===== src/rtl/uart_pkg.sv =====
// Shared types and constants for the UART line receiver.
// Holds the deserializer state encoding and the baud divider rounding helper.
package uart_pkg;

    typedef enum logic [2:0] {
        IDLE,
        START,
        DATA,
        PARITY,
        STOP,
        BREAK
    } rx_state_t;

    localparam logic [7:0] ASCII_CR = 8'h0D;
    localparam logic [7:0] ASCII_LF = 8'h0A;
    localparam int         OVS      = 16;

    // Rounded clocks per oversample tick, never below one.
    function automatic int calc_div(input int clk_hz, input int baud);
        int div;
        div = (clk_hz + (baud * OVS) / 2) / (baud * OVS);
        return (div < 1) ? 1 : div;
    endfunction

endpackage


===== src/rtl/uart_line_rx_if.sv =====
// Consumer-facing bundle of uart_line_rx: byte strobes, held-line status and read port.
// master = receiver side, slave = consumer side.
interface uart_line_rx_if #(
    parameter int LINE_MAX = 16
);
    localparam int LEN_W  = $clog2(LINE_MAX + 1);
    localparam int ADDR_W = $clog2(LINE_MAX);

    logic [7:0]        rx_data;
    logic              rx_valid;
    logic              frame_err;
    logic              line_valid;
    logic [LEN_W-1:0]  line_len;
    logic              line_trunc;
    logic [ADDR_W-1:0] line_rd_addr;
    logic [7:0]        line_rd_data;
    logic              line_ack;
    logic              overrun;

    modport master (
        output rx_data, rx_valid, frame_err, line_valid, line_len,
               line_trunc, line_rd_data, overrun,
        input  line_rd_addr, line_ack
    );

    modport slave (
        input  rx_data, rx_valid, frame_err, line_valid, line_len,
               line_trunc, line_rd_data, overrun,
        output line_rd_addr, line_ack
    );

endinterface


===== src/rtl/uart_rx_core.sv =====
// Synchronizer, oversample tick divider and serial deserializer (8N1).
// Defining UART_RX_PARITY_EN switches the frame to 8E1 with a PARITY state.
module uart_rx_core
    import uart_pkg::*;
#(
    parameter int CLK_HZ = 50_000_000,
    parameter int BAUD   = 115200
) (
    input  logic       clk,
    input  logic       rst_n,
    input  logic       uart_rx_i,
    output logic [7:0] rx_data_o,
    output logic       rx_valid_o,
    output logic       frame_err_o
);

    localparam int DIV   = calc_div(CLK_HZ, BAUD);
    localparam int DIV_W = (DIV > 1) ? $clog2(DIV) : 1;
    localparam int OVS_W = $clog2(OVS);

    localparam logic [DIV_W-1:0] DIV_LAST = DIV_W'(DIV - 1);
    localparam logic [OVS_W-1:0] OVS_HALF = OVS_W'(OVS / 2 - 1);
    localparam logic [OVS_W-1:0] OVS_LAST = OVS_W'(OVS - 1);

    logic [1:0]       sync_q;
    logic             rx_prev_q;
    logic [DIV_W-1:0] div_q;
    logic             rx_s;
    logic             fall;
    logic             tick;

    rx_state_t        state_q, state_d;
    logic [OVS_W-1:0] ovs_q, ovs_d;
    logic [2:0]       bit_q, bit_d;
    logic [7:0]       shift_q, shift_d;
`ifdef UART_RX_PARITY_EN
    logic             par_err_q, par_err_d;
`endif

    logic [7:0]       rx_data_q, rx_data_d;
    logic             rx_valid_q, rx_valid_d;
    logic             frame_err_q, frame_err_d;
    logic             stop_sample;

    assign rx_s = sync_q[1];
    assign fall = rx_prev_q & ~rx_s;
    assign tick = (div_q == DIV_LAST);

    // Synchronizer resets to idle-high so reset release never looks like a start edge.
    always_ff @(posedge clk or negedge rst_n) begin
        if (!rst_n) begin
            sync_q    <= 2'b11;
            rx_prev_q <= 1'b1;
            div_q     <= '0;
        end else begin
            sync_q    <= {sync_q[0], uart_rx_i};
            rx_prev_q <= rx_s;
            div_q     <= tick ? '0 : div_q + DIV_W'(1);
        end
    end

    always_ff @(posedge clk or negedge rst_n) begin
        if (!rst_n) begin
            state_q     <= IDLE;
            ovs_q       <= '0;
            bit_q       <= '0;
            shift_q     <= '0;
`ifdef UART_RX_PARITY_EN
            par_err_q   <= 1'b0;
`endif
            rx_data_q   <= '0;
            rx_valid_q  <= 1'b0;
            frame_err_q <= 1'b0;
        end else begin
            state_q     <= state_d;
            ovs_q       <= ovs_d;
            bit_q       <= bit_d;
            shift_q     <= shift_d;
`ifdef UART_RX_PARITY_EN
            par_err_q   <= par_err_d;
`endif
            rx_data_q   <= rx_data_d;
            rx_valid_q  <= rx_valid_d;
            frame_err_q <= frame_err_d;
        end
    end

    always_comb begin
        state_d = state_q;
        ovs_d   = ovs_q;
        bit_d   = bit_q;
        shift_d = shift_q;
`ifdef UART_RX_PARITY_EN
        par_err_d = par_err_q;
`endif
        case (state_q)
            IDLE: begin
                if (fall) begin
                    state_d = START;
                    ovs_d   = '0;
                end
            end
            START: begin
                // Re-check at mid start bit; a high line here was only a glitch.
                if (tick) begin
                    if (ovs_q == OVS_HALF) begin
                        ovs_d = '0;
                        bit_d = '0;
`ifdef UART_RX_PARITY_EN
                        par_err_d = 1'b0;
`endif
                        state_d = rx_s ? IDLE : DATA;
                    end else begin
                        ovs_d = ovs_q + OVS_W'(1);
                    end
                end
            end
            DATA: begin
                if (tick) begin
                    if (ovs_q == OVS_LAST) begin
                        ovs_d   = '0;
                        shift_d = {rx_s, shift_q[7:1]};
                        bit_d   = bit_q + 3'd1;
                        if (bit_q == 3'd7) begin
`ifdef UART_RX_PARITY_EN
                            state_d = PARITY;
`else
                            state_d = STOP;
`endif
                        end
                    end else begin
                        ovs_d = ovs_q + OVS_W'(1);
                    end
                end
            end
`ifdef UART_RX_PARITY_EN
            PARITY: begin
                if (tick) begin
                    if (ovs_q == OVS_LAST) begin
                        ovs_d     = '0;
                        par_err_d = ^{shift_q, rx_s};
                        state_d   = STOP;
                    end else begin
                        ovs_d = ovs_q + OVS_W'(1);
                    end
                end
            end
`endif
            STOP: begin
                if (tick) begin
                    if (ovs_q == OVS_LAST) begin
                        ovs_d   = '0;
                        state_d = rx_s ? IDLE : BREAK;
                    end else begin
                        ovs_d = ovs_q + OVS_W'(1);
                    end
                end
            end
            BREAK: begin
                if (rx_s) begin
                    state_d = IDLE;
                end
            end
            default: state_d = IDLE;
        endcase
    end

    always_comb begin
        stop_sample = (state_q == STOP) && tick && (ovs_q == OVS_LAST);
`ifdef UART_RX_PARITY_EN
        rx_valid_d  = stop_sample && rx_s && !par_err_q;
        frame_err_d = stop_sample && (!rx_s || par_err_q);
`else
        rx_valid_d  = stop_sample && rx_s;
        frame_err_d = stop_sample && !rx_s;
`endif
        rx_data_d   = rx_valid_d ? shift_q : rx_data_q;
    end

    assign rx_data_o   = rx_data_q;
    assign rx_valid_o  = rx_valid_q;
    assign frame_err_o = frame_err_q;

endmodule


===== src/rtl/uart_line_rx.sv =====
// UART receiver with line assembly: bytes collect into a buffer until CR/LF, then the line is held until acked.
// Build option: UART_RX_PARITY_EN selects 8E1 framing in uart_rx_core.
module uart_line_rx
    import uart_pkg::*;
#(
    parameter int CLK_HZ   = 50_000_000,
    parameter int BAUD     = 115200,
    parameter int LINE_MAX = 16
) (
    input  logic           clk,
    input  logic           rst_n,
    input  logic           uart_rx,
    uart_line_rx_if.master bus
);

    localparam int LEN_W  = $clog2(LINE_MAX + 1);
    localparam int ADDR_W = $clog2(LINE_MAX);
    localparam logic [LEN_W-1:0] LEN_MAX = LEN_W'(LINE_MAX);

    logic [7:0]       rx_data;
    logic             rx_valid;
    logic             frame_err;
    logic             is_term;
    logic             wr_en;
    logic [7:0]       rd_data;
    logic [7:0]       buf_w [LINE_MAX];

    logic             line_valid_q, line_valid_d;
    logic [LEN_W-1:0] len_q, len_d;
    logic             trunc_q, trunc_d;
    logic             overrun_q, overrun_d;

    uart_rx_core #(
        .CLK_HZ (CLK_HZ),
        .BAUD   (BAUD)
    ) u_core (
        .clk         (clk),
        .rst_n       (rst_n),
        .uart_rx_i   (uart_rx),
        .rx_data_o   (rx_data),
        .rx_valid_o  (rx_valid),
        .frame_err_o (frame_err)
    );

    assign is_term = (rx_data == ASCII_CR) || (rx_data == ASCII_LF);

    always_comb begin
        line_valid_d = line_valid_q;
        len_d        = len_q;
        trunc_d      = trunc_q;
        overrun_d    = 1'b0;
        wr_en        = 1'b0;
        if (rx_valid) begin
            if (line_valid_q) begin
                overrun_d = 1'b1;
            end else if (is_term) begin
                // Empty terminators are swallowed so CRLF produces a single line.
                if (len_q != '0) begin
                    line_valid_d = 1'b1;
                end
            end else if (len_q < LEN_MAX) begin
                wr_en = 1'b1;
                len_d = len_q + LEN_W'(1);
            end else begin
                trunc_d = 1'b1;
            end
        end
        if (bus.line_ack && line_valid_q) begin
            line_valid_d = 1'b0;
            len_d        = '0;
            trunc_d      = 1'b0;
        end
    end

    always_ff @(posedge clk or negedge rst_n) begin
        if (!rst_n) begin
            line_valid_q <= 1'b0;
            len_q        <= '0;
            trunc_q      <= 1'b0;
            overrun_q    <= 1'b0;
        end else begin
            line_valid_q <= line_valid_d;
            len_q        <= len_d;
            trunc_q      <= trunc_d;
            overrun_q    <= overrun_d;
        end
    end

    for (genvar gi = 0; gi < LINE_MAX; gi++) begin : g_buf
        logic [7:0] entry_q;

        always_ff @(posedge clk or negedge rst_n) begin
            if (!rst_n) begin
                entry_q <= '0;
            end else if (wr_en && (len_q == LEN_W'(gi))) begin
                entry_q <= rx_data;
            end
        end

        assign buf_w[gi] = entry_q;
    end

    // Explicit mux keeps out-of-range addresses harmless when LINE_MAX is not a power of two.
    always_comb begin
        rd_data = '0;
        for (int i = 0; i < LINE_MAX; i++) begin
            if (bus.line_rd_addr == ADDR_W'(i)) begin
                rd_data = buf_w[i];
            end
        end
    end

    assign bus.rx_data      = rx_data;
    assign bus.rx_valid     = rx_valid;
    assign bus.frame_err    = frame_err;
    assign bus.line_valid   = line_valid_q;
    assign bus.line_len     = len_q;
    assign bus.line_trunc   = trunc_q;
    assign bus.overrun      = overrun_q;
    assign bus.line_rd_data = rd_data;

endmodule


===== src/flat_wrapper.sv =====
// flat-port wrapper written by rule: the top's interface ports become plain ports
module uart_line_rx_flat import uart_pkg::*;
#(
    parameter int CLK_HZ   = 50_000_000,
    parameter int BAUD     = 115200,
    parameter int LINE_MAX = 16
)
  (clk, rst_n, uart_rx, bus_rx_data, bus_rx_valid, bus_frame_err, bus_line_valid, bus_line_len, bus_line_trunc, bus_line_rd_data, bus_overrun, bus_line_rd_addr, bus_line_ack);
  uart_line_rx_if #(.LINE_MAX(LINE_MAX)) bus_i ();
  input  logic clk;
  input  logic rst_n;
  input  logic uart_rx;
  output wire logic [$bits(bus_i.rx_data)-1:0] bus_rx_data;
  output wire logic [$bits(bus_i.rx_valid)-1:0] bus_rx_valid;
  output wire logic [$bits(bus_i.frame_err)-1:0] bus_frame_err;
  output wire logic [$bits(bus_i.line_valid)-1:0] bus_line_valid;
  output wire logic [$bits(bus_i.line_len)-1:0] bus_line_len;
  output wire logic [$bits(bus_i.line_trunc)-1:0] bus_line_trunc;
  output wire logic [$bits(bus_i.line_rd_data)-1:0] bus_line_rd_data;
  output wire logic [$bits(bus_i.overrun)-1:0] bus_overrun;
  input wire logic [$bits(bus_i.line_rd_addr)-1:0] bus_line_rd_addr;
  input wire logic [$bits(bus_i.line_ack)-1:0] bus_line_ack;
  assign bus_rx_data = bus_i.rx_data;
  assign bus_rx_valid = bus_i.rx_valid;
  assign bus_frame_err = bus_i.frame_err;
  assign bus_line_valid = bus_i.line_valid;
  assign bus_line_len = bus_i.line_len;
  assign bus_line_trunc = bus_i.line_trunc;
  assign bus_line_rd_data = bus_i.line_rd_data;
  assign bus_overrun = bus_i.overrun;
  assign bus_i.line_rd_addr = bus_line_rd_addr;
  assign bus_i.line_ack = bus_line_ack;
  uart_line_rx #(.CLK_HZ(CLK_HZ), .BAUD(BAUD), .LINE_MAX(LINE_MAX)) u_core (.clk(clk), .rst_n(rst_n), .uart_rx(uart_rx), .bus(bus_i));
endmodule

===== config.mk =====
export PLATFORM = sky130hd
export DESIGN_NAME = uart_line_rx_flat
export DESIGN_NICKNAME = d
export VERILOG_FILES = /design/src/rtl/uart_pkg.sv /design/src/rtl/uart_line_rx_if.sv /design/src/rtl/uart_rx_core.sv /design/src/rtl/uart_line_rx.sv /design/src/flat_wrapper.sv
export SDC_FILE = /design/constraint.sdc
export NUM_CORES = 1
export LEC_CHECK = 0
export CORE_AREA = 2 2 122 124
export DETAILED_ROUTE_END_ITERATION = 8
export DIE_AREA = 0 0 124 126
export GPL_TIMING_DRIVEN = 0
export PLACE_DENSITY = 0.78
export SYNTH_ARGS = -nofsm -noshare
export SYNTH_HDL_FRONTEND = slang
export SYNTH_HIERARCHICAL = 1
export SYNTH_SLANG_ARGS = --single-unit

===== constraint.sdc =====
create_clock -name clk -period 4.32 [get_ports clk]
set_clock_uncertainty 0.1 [all_clocks]
set_input_delay 0.864 -clock clk [delete_from_list [all_inputs] [get_ports clk]]
set_output_delay 0.864 -clock clk [all_outputs]
set_load 0.01 [all_outputs]

Word-level counts from Yosys, hierarchy flattened
Index checks and enable logic that the tools add are counted.
- register bits after elaboration: 172
- logic and storage cells: 189
- add/subtract/negate cells: 4
- order comparisons: 1
- eq/ne operators: 53
- muxes and demuxes: 61
- bitwise logic cells: 2
- reduce and logical (&&, ||, !) cells: 38
- operators with widths (operator ; number):
    $mux W8 ; 16
    $mux W3 ; 14
    $eq A5 B4 Y1 const B ; 8
    $eq A4 B4 Y1 const B ; 9
    $mux W5 ; 6
    $ne A2 B2 Y1 const B ; 12
    $logic_and A1 B1 Y1 ; 21
    $eq A4 B3 Y1 const B ; 5
    $eq A5 B3 Y1 const B ; 4
    $mux W4 ; 5
    $eq A8 B4 Y1 const B ; 2
    $mux W1 ; 16
    $pmux W3 S5 ; 1
    $pmux W4 S3 ; 1
    $reduce_and A4 Y1 ; 3
    $add A5 B1 Y5 const B ; 2
    $eq A5 B2 Y1 const B ; 2
    $eq A3 B3 Y1 const B ; 3
    $reduce_and A9 Y1 ; 1
    $eq A4 B2 Y1 const B ; 2
    $pmux W3 S2 ; 1
    $reduce_bool A2 Y1 ; 3
    $eq A5 B1 Y1 const B ; 1
    $eq A5 B5 Y1 const B ; 1
    other kinds (20) ; 20

Depth between registers and ports, before layout
Gate-level depths: netlist of run 1.
- depth in word-level cells: 17
- mapped depth: 8

Hierarchy
The synthesis of run 1 kept the hierarchy.
- modules (own cells, without submodules) (module ; instances ; cells each ; area each (sq um)):
    uart_line_rx ; 1 ; 520 ; 6800.3
    uart_rx_core ; 1 ; 134 ; 1642.8

Worst setup path after synthesis of run 1
Ideal clock, no wire load.
- path type: input to output
- from: in bus_line_rd_addr[0]
- to: out bus_line_rd_data[6]
- arrival time: 2.275 ns
- data required time: 3.356 ns
- slack: 1.081 ns
- stages on the path: 6
- path buffers: 3
- cell sequence: buf_2 > buf_1 > clkbuf_1 > o22ai_1 > o311a_1 > a31oi_1
- longest elaborated chain between the ends: 17
- ends and longest elaborated chain (element ; line ; text):
    from (decl) ; flat_wrapper.sv:21 ; input wire logic [$bits(bus_i.line_rd_addr)-1:0] bus_line_rd_addr;
    $logic_not A4 Y1 ; uart_line_rx.sv:107 ; if (bus.line_rd_addr == ADDR_W'(i)) begin
    $mux W8 (15 in series) ; uart_line_rx.sv:107 ;
    $mux W8 * ; uart_line_rx.sv:107 ;
    to (decl) ; flat_wrapper.sv:19 ; output wire logic [$bits(bus_i.line_rd_data)-1:0] bus_line_rd_data;
Every way passes the cells marked *; elsewhere a longest branch is shown, timed or not.

Worst setup path after layout of run 1
- from: in bus_line_rd_addr[0]
- to: out bus_line_rd_data[2]
Same word-level chain as after synthesis.

==> results.yml, run 1 <==
sta:
  max_freq_mhz: 234
  worst_pin_slew_ps: 667
  slew_violations: 0
  rsz0062_at_grt: "no"
  fin_ws_ps: 54.6
  post-route-period-util_pct: 98.7
  holdWs_ps: 256
  min_period_ps: 4270
  finalHoldViolations: 0
  setup_viol: 0
  slew_headroom_pct: 55.4
power_and_ir_drop:
  ir_drop_uv: 301
  total_leakage_power_nw: 4.52
  swShare_pct: 21.9
  internal_power_w: 0.00272
  pwr-share-comb_pct: 5.9
  seq_power_share_pct: 46.7
  power.total_w: 0.00348
  p_sw_w: 0.000764
  pwr-share-clk_pct: 47.4
  cellPowerDensity_nw_per_um2: 359
detailed_routing:
  via_per_inst: 6.49
  antenna_left: 0
  drt-total-wl_um: 21100
  drc: 0
  wl_per_cell_um: 23.3
  dr.pass1.iters: 5
  drt_iter0_drc: 650
  vias: 5881
floorplan:
  die-area_um2: 15600
  pin_count: 34
  die_w_um: 124
  initial_core_util_pct: 59.0
  rows: 44
  core_um2: 14300
  fp.dieH_um: 126
layout:
  finalNetCount: 727
  layout-drive-gt1-share_pct: 34.1
  syn2layout_area_growth_pct: 15.0
  design_area_um2: 9710
  antenna_cells: 0
yosys:
  ys_seq_area_share_pct: 51.0
  syn_area_um2: 8440
  yosysWarnings: 6
  synthArstFlopShare_pct: 100
  syn_area_per_cell_um2: 12.9
  synthCells: 654
  ys.flop_type: "dfrtp_1"
  synth.distinct_cells: 72
  yosysTopAreaCellShare_pct: 50.1
  netlist_top_cells_area: "dfrtp_1 50%, mux2_2 17%, mux2_4 2.8%"
  synth_largest_area_cell: "dfrtp_1"
  syn_nets: 672
  synth_edf_count: 0
  synth_seq_cells: 172
run_status:
  status: "finished clean"
grt:
  antenna_found_initial: 0
  grt_pass1_vias: 6083
  grtUsageTotal_pct: 28.8
  grt_first_pass_wirelength_um: 33600
  gr-total-overflow: 0
  grt_start_max_net_pins: 99
worst_setup_path:
  worstPathArrival_ps: 3300
  crit_top_cell: "buf_2"
  worstSetupPathType: "in2out"
  start_kind: "input port"
  critPathSlowestCell: "clkdlybuf4s50_1"
  worstSetupStartpoint: "bus_line_rd_addr[0]"
  slowest_delay_ps: 620
  cp.required_ps: 3360
  worstPathMaxFanout: 10
  path_cells: "buf_2 > clkbuf_4 > buf_2 > buf_2 > a21oi_1 > o21ai_0 > o2111ai_1 > o21ai_0 > clkdlybuf4s50_1"
  critPathCaptureType: "output pin"
  r2r-start: "u_core/u_core/rx_data_o[1]"
run:
  maxCapViolCount: 0
place:
  gp_congestion: 0.946
  hpwl_um: 14000
  port_buffers: 30
  place_area_um2: 9010
  pre_cts_ws_ps: -326
clock_network:
  cts_buffer_depth: 2
  cts_tree: "done"
  clk_pin_slew_ps: 60
  insertion_delay_ps: 430
  cts_root_buf: "clkbuf_16"
  clock-sinks: 172
  htreeDepth: 4
  numCtsBuffers: 17
hold_path:
  hp-start: "u_core/u_core/sync_q[0]"
  worstHoldPathType: "reg2reg"
critical path: cells and delay by family:
kind | cells | cell delay [ps]
buf+inv | 5 | 1760
compound gates | 4 | 680
cell usage after synthesis (3+ instances only):
master,instances
nor3_4,5
o32ai_1,3
nand3_1,14
mux2i_1,13
mux2_1,10
nand2b_1,8
ha_1,10
dfstp_2,3
xor2_1,3
nor3_1,6
and2_1,4
o22ai_1,5
mux2_2,129
inv_1,10
dfrtp_1,169
a211oi_1,4
nor2_1,25
o311ai_0,3
nand3_2,4
mux4_2,10
nor2_4,6
buf_2,10
o211ai_1,5
a21oi_1,21
o21a_1,3
a2111oi_0,3
a22o_1,4
nand2_1,32
buf_1,4
and3_1,3
clkinv_1,3
clkbuf_1,21
o21ai_0,23
a221oi_1,3
mux2_4,16
o31ai_1,3
a31oi_1,4
worst paths after layout:
path                                                    end  slack, ps  cells after the start
max in group asynchronous           u_core/u_core/sync_q[0]       2950                      2
worst min-delay path                u_core/u_core/sync_q[1]        260                      0
worst max-delay path                    bus_line_rd_data[2]         50                      9
min in group asynchronous        u_core/g_buf[0].entry_q[1]        290                      1
worst min register to register      u_core/u_core/sync_q[1]        260                      0
worst max register to register  u_core/g_buf[12].entry_q[5]       1670                      5
flip-flops by register name (all words and copies together) (netlist names):
signal and count:
u_core/u_core/rx_prev_q 1, u_core/g_buf.entry_q 128, u_core/u_core/rx_valid_o 1, u_core/u_core/rx_data_o 8
u_core/u_core/frame_err_o 1, u_core/u_core/div_q 5, u_core/u_core/state_q 3, u_core/bus.overrun 1
u_core/u_core/bit_q 3, u_core/u_core/sync_q 2, u_core/bus.line_trunc 1, u_core/bus.line_valid 1
u_core/u_core/shift_q 8, u_core/u_core/ovs_q 4, u_core/bus.line_len 5
metal layers:
layer / global-route usage, % / wire (µm) / vias to the layer above
met2: 44.8 / 10300 / 270
met1: 38.0 / 8470 / 3022
met4: 13.3 / 781 / 0
met3: 7.52 / 1510 / 58
li1: - / - / 2531
met5: 0 / 0 / -
final cells by class:
cell class                      instances  area, µm²
Clock buffer                           23        488
Clock inverter                          9        159
Fill cell                            1035       4600
Multi-Input combinational cell        430       3910
Sequential cell                       172       4310
Tap cell                              184        230
Buffer                                 39        194
Timing Repair Buffer                   36        370
Inverter                               13       53.8
power by group through the flow:
stage               clock network [W]  logic [W]  registers, W
global placement                    0   0.000190       0.00166
floorplan                           0   0.000100       0.00166
detailed placement                  0   0.000198       0.00166
CTS                           0.00167   0.000200       0.00163
finish                        0.00165   0.000204       0.00163
global route                  0.00176   0.000223       0.00163
repair_timing:
item / CTS / global route
cloned: 0 / 0
setup endpoints to repair: 6 / 4
setup buffers: 0 / 5
gates resized for setup: 7 / 6
hold buffers: 0 / 0
pin swaps: 0 / 0
stage by stage:
stage / util [%] / TNS, ps / cells
after global routing: 67.8 / 0 / 906
final: 67.8 / 0 / 906
after floorplan: - / 0 / 654
after global placement: 62.7 / -731900 / 868
after CTS: 67.5 / 0 / 901
after detailed placement: 62.9 / -1130 / 869
cells by family (layout without fill, tap and decap cells):
group	Yosys count	after routing	synth area share, %
buffers and inverters	52	120	2.73
adder cells (fa/ha/maj)	10	10	1.48
AO/OA/AOI/OAI	106	106	8.83
AND/OR/NAND/NOR	131	131	9.83
multiplexers	178	178	25.6
flip-flops	172	172	51.0
XOR/XNOR	5	5	0.519
cell usage in the layout (no fill, tap or decap), types with 6 or more instances in the layout:
cell	n
dfrtp_1	169
mux2_2	129
nand2_1	32
clkdlybuf4s50_1	29
nor2_1	25
o21ai_0	23
a21oi_1	21
clkbuf_16	17
clkbuf_1	17
mux2_4	16
nand3_1	14
mux2i_1	13
inv_1	10
mux4_2	10
mux2_1	10
ha_1	10
buf_2	9
clkbuf_2	8
nand2b_1	8
buf_4	7
nor3_1	6
nor2_4	6
Note: power is estimated with default switching activity, not from simulation.
==> run 2: changes to the inputs <==
--- a/config.mk
+++ b/config.mk
@@ -6,10 +6,12 @@
 export NUM_CORES = 1
 export LEC_CHECK = 0
 export CORE_AREA = 2 2 122 124
+export CTS_CLUSTER_SIZE = 12
 export DETAILED_ROUTE_END_ITERATION = 8
 export DIE_AREA = 0 0 124 126
 export GPL_TIMING_DRIVEN = 0
 export PLACE_DENSITY = 0.78
+export RECOVER_POWER = 25
 export SYNTH_ARGS = -nofsm -noshare
 export SYNTH_HDL_FRONTEND = slang
 export SYNTH_HIERARCHICAL = 1
==> run 2 against run 1 <==
Against the previous run:
- final area shrank 0.35%
- count of clock-buffer cells in the layout is the same
- critical endpoint is now bus_line_rd_data[4]
- the flow now finishes with violations (capacitance limit, slew limit)
- highest routed layer unchanged
- combinational power is essentially flat
- sequential share of layout area grew 0.15 points
==> results.yml, run 2 (synthesis results as in run 1) <==
run_status:
  status: "finished with violations"
  violations: "capacitance limit, slew limit"
layout:
  fillCellCount: 1039
  final_cell_mix: "169 x dfrtp_1, 129 x mux2_2, 32 x nand2_1"
  finalNetCount: 727
  top_register: "u_core/g_buf.entry_q"
  layout_commonest_cell: "dfrtp_1"
  syn2layout_area_growth_pct: 14.6
  largest_register_ff_count: 128
  design_area_um2: 9680
  antenna_cells: 0
  post-route-util_pct: 67.6
  layout-drive-gt1-share_pct: 33.8
floorplan:
  die-area_um2: 15600
  core_um2: 14300
  rows: 44
  die_w_um: 124
  fp.dieH_um: 126
  pin_count: 34
  initial_core_util_pct: 59.0
power_and_ir_drop:
  internal_power_w: 0.00272
  ir_drop_uv: 300
  cellPowerDensity_nw_per_um2: 360
  total_leakage_power_nw: 4.51
  p_sw_w: 0.000766
  swShare_pct: 22.0
  power.total_w: 0.00348
  pwr-share-clk_pct: 47.5
  seq_power_share_pct: 46.7
  pwr-share-comb_pct: 5.8
worst_setup_path:
  critPathCaptureType: "output pin"
  critPathSlowestCell: "clkdlybuf4s50_1"
  slowest_delay_ps: 580
  worstSetupPathType: "in2out"
  start_kind: "input port"
  path_cells: "buf_2 > buf_2 > clkbuf_2 > nand2_1 > a221oi_1 > a21oi_1 > a32oi_1 > clkdlybuf4s50_1"
  worstPathArrival_ps: 3280
  cp.required_ps: 3360
  worstPathMaxFanout: 10
  crit_top_cell: "buf_2"
place:
  gp_congestion: 0.946
  hpwl_um: 14000
  port_buffers: 30
  place_area_um2: 9010
sta:
  setup_viol: 0
  rsz0062_at_grt: "no"
  fin_tns_setup_ps: 0
  finalHoldViolations: 0
  max_freq_mhz: 236
  min_period_ps: 4240
  post-route-period-util_pct: 98.2
  slew_headroom_pct: -21.4
  worst_pin_slew_ps: 1820
  slew_violations: 76
clock_network:
  insertion_delay_ps: 430
  cts_tree: "done"
  htreeDepth: 4
  clock-sinks: 172
  clk_pin_slew_ps: 60
  cts_root_buf: "clkbuf_16"
  cts_hold_buf: 0
  numCtsBuffers: 17
  cts_buffer_depth: 2
grt:
  grt_util_met2_pct: 44.8
  grt_start_max_net_pins: 99
  antenna_found_initial: 0
  grt_busiest_layer: "met2"
  grt_first_pass_wirelength_um: 33600
  gr-total-overflow: 0
  grt_util_met1_pct: 38.0
  grt_pass1_vias: 6083
  use_met3_pct: 7.52
  grtUsageTotal_pct: 28.8
detailed_routing:
  dr.pass1.iters: 5
  drt-total-wl_um: 21100
  drc: 0
  drt_iter0_drc: 663
  via_per_inst: 6.51
  wl_per_cell_um: 23.3
  vias: 5894
  antenna_left: 0
run:
  maxCapViolCount: 1
hold_path:
  worstHoldPathType: "reg2reg"
## run 2: cell types whose count changed in the layout (fill, tap and decap cells not counted)
| cell | previous run | this run |
|---|---|---|
| dfstp_2 | 3 | 2 |
| dfstp_1 | 0 | 1 |
| dlygate4sd3_1 | 0 | 1 |
| clkbuf_1 | 17 | 18 |
| buf_16 | 1 | 0 |
| clkbuf_4 | 1 | 2 |
| clkdlybuf4s50_1 | 29 | 28 |
| clkbuf_2 | 8 | 9 |
| buf_4 | 7 | 6 |
| buf_8 | 1 | 0 |
## run 2: power groups by stage
stage,clock network [W],registers [W],logic (W)
2_1_floorplan,0,0.00166,0.000100
3_3_place_gp,0,0.00166,0.000190
3_5_place_dp,0,0.00166,0.000198
4_1_cts,0.00167,0.00163,0.000200
5_1_grt,0.00176,0.00163,0.000219
6_report,0.00166,0.00163,0.000201
## run 2: worst paths after layout
check                                           start                     endpoint  slack (ps)  cells past startpoint
min in group asynchronous                       rst_n   u_core/g_buf[0].entry_q[1]         820                      1
max in group asynchronous                       rst_n     u_core/u_core/shift_q[7]        1060                      2
max                               bus_line_rd_addr[1]          bus_line_rd_data[4]          80                      8
max reg2reg                u_core/u_core/rx_data_o[1]  u_core/g_buf[12].entry_q[5]        1670                      5
min reg2reg                   u_core/u_core/sync_q[0]      u_core/u_core/sync_q[1]         260                      0
min                           u_core/u_core/sync_q[0]      u_core/u_core/sync_q[1]         260                      0
## run 2: routing by layer
metal / up-vias / part of all wire (%)
met4: 0 / 3.7
li1: 2517 / -
met5: - / 0
met3: 62 / 6.8
met1: 3057 / 40
met2: 258 / 49
## run 2: cell type report
type / count / area (µm²) / area share [%]
tap: 184 / 230 / 2.38
clock inverter: 9 / 159 / 1.64
sequential: 172 / 4310 / 44.5
inverter: 13 / 53.8 / 0.556
buffer: 39 / 190 / 1.97
multi-input combinational: 430 / 3910 / 40.4
clock buffer: 23 / 488 / 5.04
timing repair buffer: 36 / 340 / 3.52
## run 2: worst max-delay path: cells and delay by family
| family | cells | cell delay [ps] |
|---|---|---|
| compound gates | 3 | 710 |
| buf+inv | 4 | 1580 |
| simple gates | 1 | 110 |
## run 2: through the flow
stage	cells	hold WS (ps)	worst slack, ps
floorplan	654	245	1080
global placement	868	248	-4300
detailed placement	869	248	-326
CTS	901	259	8.54
global route	906	265	19.4
finish	906	262	77.5
## run 2: what timing repair did
action	4_1_cts	5_1_grt
buffers inserted	0	5
resized for setup	7	6
endpoints found under the setup margin	6	4
pin swaps	0	0
==> run 3: changes to the inputs <==
--- a/config.mk
+++ b/config.mk
@@ -6,6 +6,7 @@
 export NUM_CORES = 1
 export LEC_CHECK = 0
 export CORE_AREA = 2 2 122 124
+export CTS_BUF_LIST = sky130_fd_sc_hd__clkbuf_4 sky130_fd_sc_hd__clkbuf_8
 export CTS_CLUSTER_SIZE = 12
 export DETAILED_ROUTE_END_ITERATION = 8
 export DIE_AREA = 0 0 124 126
==> run 3 against run 2 <==
Against the previous run:
- the flow still finishes with violations (capacitance limit, slew limit)
- sequential cell count stayed put
- routed wire length is 1.3% lower
- die area stayed put
- non-clock buffer count is 1 lower
- cell count is 0.11% lower
- final area is 1.9% lower
- register-to-register slack hardly changed
- total power is 11% lower
- worst hold slack better by 3.2 ps
- sequential share of layout area is 0.88 points higher
==> results.yml, run 3 (synthesis results as in run 1) <==
run_status:
  status: "finished with violations"
  violations: "capacitance limit, slew limit"
detailed_routing:
  vias: 5905
  antenna_left: 0
  drt-total-wl_um: 20800
  drt_iter0_drc: 513
  drc: 0
  dr.pass1.iters: 5
  via_per_inst: 6.52
  wl_per_cell_um: 23.0
layout:
  layout-drive-gt1-share_pct: 34.1
  design_area_um2: 9490
  syn2layout_area_growth_pct: 12.4
  largest_register_ff_count: 128
  antenna_cells: 0
  layout_commonest_cell: "dfrtp_1"
  top_register: "u_core/g_buf.entry_q"
  finalNetCount: 726
  final_cell_mix: "169 x dfrtp_1, 129 x mux2_2, 32 x nand2_1"
worst_setup_path:
  worstSetupPathType: "in2out"
  worstSetupStartpoint: "bus_line_rd_addr[3]"
  critPathSlowestCell: "clkdlybuf4s50_1"
  rr_worst_depth: 5
  rr_endpoint: "u_core/g_buf[12].entry_q[6]"
  r2r-start: "u_core/u_core/rx_data_o[1]"
  slowest_delay_ps: 610
  path_cells: "clkdlybuf4s50_1 > clkbuf_2 > clkbuf_1 > o2111ai_1 > o21ai_0 > clkdlybuf4s50_1"
  start_kind: "input port"
  cp.required_ps: 3360
  cp_top_family: "buffers and inverters"
  crit_top_cell: "clkdlybuf4s50_1"
  path_buf_inv: 4
  crit_path_end: "bus_line_rd_data[2]"
  path_depth: 6
  worstPathArrival_ps: 3260
  worstPathMaxFanout: 10
  rrSetupSlack_ps: 1660
  critPathCaptureType: "output pin"
grt:
  grt_pass1_vias: 6081
  grt_busiest_layer: "met2"
  antenna_found_initial: 0
  grt_util_met2_pct: 44.7
  grt_start_max_net_pins: 99
  grt_first_pass_wirelength_um: 33300
  gr-total-overflow: 0
  grtUsageTotal_pct: 28.5
  use_met3_pct: 8.79
  grt_util_met1_pct: 37.2
clock_network:
  clock-sinks: 172
  insertion_delay_ps: 460
  clk_pin_slew_ps: 80
  cts_tree: "done"
  numCtsBuffers: 17
  cts_buffer_depth: 2
  cts_root_buf: "clkbuf_8"
  htreeDepth: 4
floorplan:
  die-area_um2: 15600
  rows: 44
  core_um2: 14300
  die_w_um: 124
  fp.dieH_um: 126
  initial_core_util_pct: 59.0
  pin_count: 34
sta:
  worst_pin_slew_ps: 1850
  setup_viol: 0
  fin_tns_setup_ps: 0
  slew_headroom_pct: -23.5
  rsz0062_at_grt: "no"
  max_freq_mhz: 237
  slew_violations: 76
  min_period_ps: 4220
  finalHoldViolations: 0
  holdWs_ps: 265
  post-route-period-util_pct: 97.8
place:
  gp_congestion: 0.946
  place_area_um2: 9010
  hpwl_um: 14000
  port_buffers: 30
power_and_ir_drop:
  ir_drop_uv: 355
  total_leakage_power_nw: 4.43
  cellPowerDensity_nw_per_um2: 327
hold_path:
  worstHoldPathType: "reg2reg"
run:
  maxCapViolCount: 1
## run 3: layer usage
| layer | vias up | routed length [µm] |
|---|---|---|
| met5 | - | 0 |
| met4 | 0 | 641 |
| met3 | 57 | 1570 |
| li1 | 2516 | - |
| met2 | 274 | 10200 |
| met1 | 3058 | 8430 |
## run 3: how the worst min path moves through the flow
stage / startpoint / endpoint / slack (ps) / cells after the start
floorplan: u_core/u_core/sync_q[0] / u_core/u_core/sync_q[1] / 250 / 0
global placement: u_core/u_core/sync_q[0] / u_core/u_core/sync_q[1] / 250 / 0
detailed placement: u_core/u_core/sync_q[0] / u_core/u_core/sync_q[1] / 250 / 0
CTS: u_core/u_core/sync_q[0] / u_core/u_core/sync_q[1] / 260 / 0
global route: u_core/u_core/sync_q[0] / u_core/u_core/sync_q[1] / 270 / 0
finish: u_core/u_core/sync_q[0] / u_core/u_core/sync_q[1] / 260 / 0
## run 3: final cells by class
class	instances	area, µm²
Buffer	39	194
Tap cell	184	230
Clock buffer	23	304
Clock inverter	9	159
Inverter	13	53.8
Multi-Input combinational cell	430	3910
Fill cell	1060	4830
Timing Repair Buffer	35	333
Sequential cell	172	4310
## run 3: through the flow
stage / cells / worst slack, ps / total power (W) / utilization, %
finish: 905 / 96.1 / 0.00310 / 66.3
floorplan: 654 / 1080 / 0.00176 / -
detailed placement: 869 / -326 / 0.00185 / 62.9
global route: 905 / 43.6 / 0.00322 / 66.3
CTS: 901 / 22.4 / 0.00312 / 66.2
global placement: 868 / -4300 / 0.00185 / 62.7
## run 3: worst register-to-register path, stage by stage, from the launching register on
cell	delay, ps
dfrtp_1	640
and3b_1	290
o211ai_4	320
nand3_2	170
nor3_4	600
mux2_2	420
## run 3: timing repair
item | in CTS | in global routing
hold buffers | 0 | 0
hold endpoints to repair | 0 | 0
endpoints found under the setup margin | 6 | 5
setup buffers | 0 | 4
gates resized for setup | 8 | 5
## run 3: report_power, final
group / switching [W] / internal, W
Combinational: 0.000135 / 0.0000656
Sequential: 0.00000789 / 0.00162
Clock: 0.000571 / 0.000707
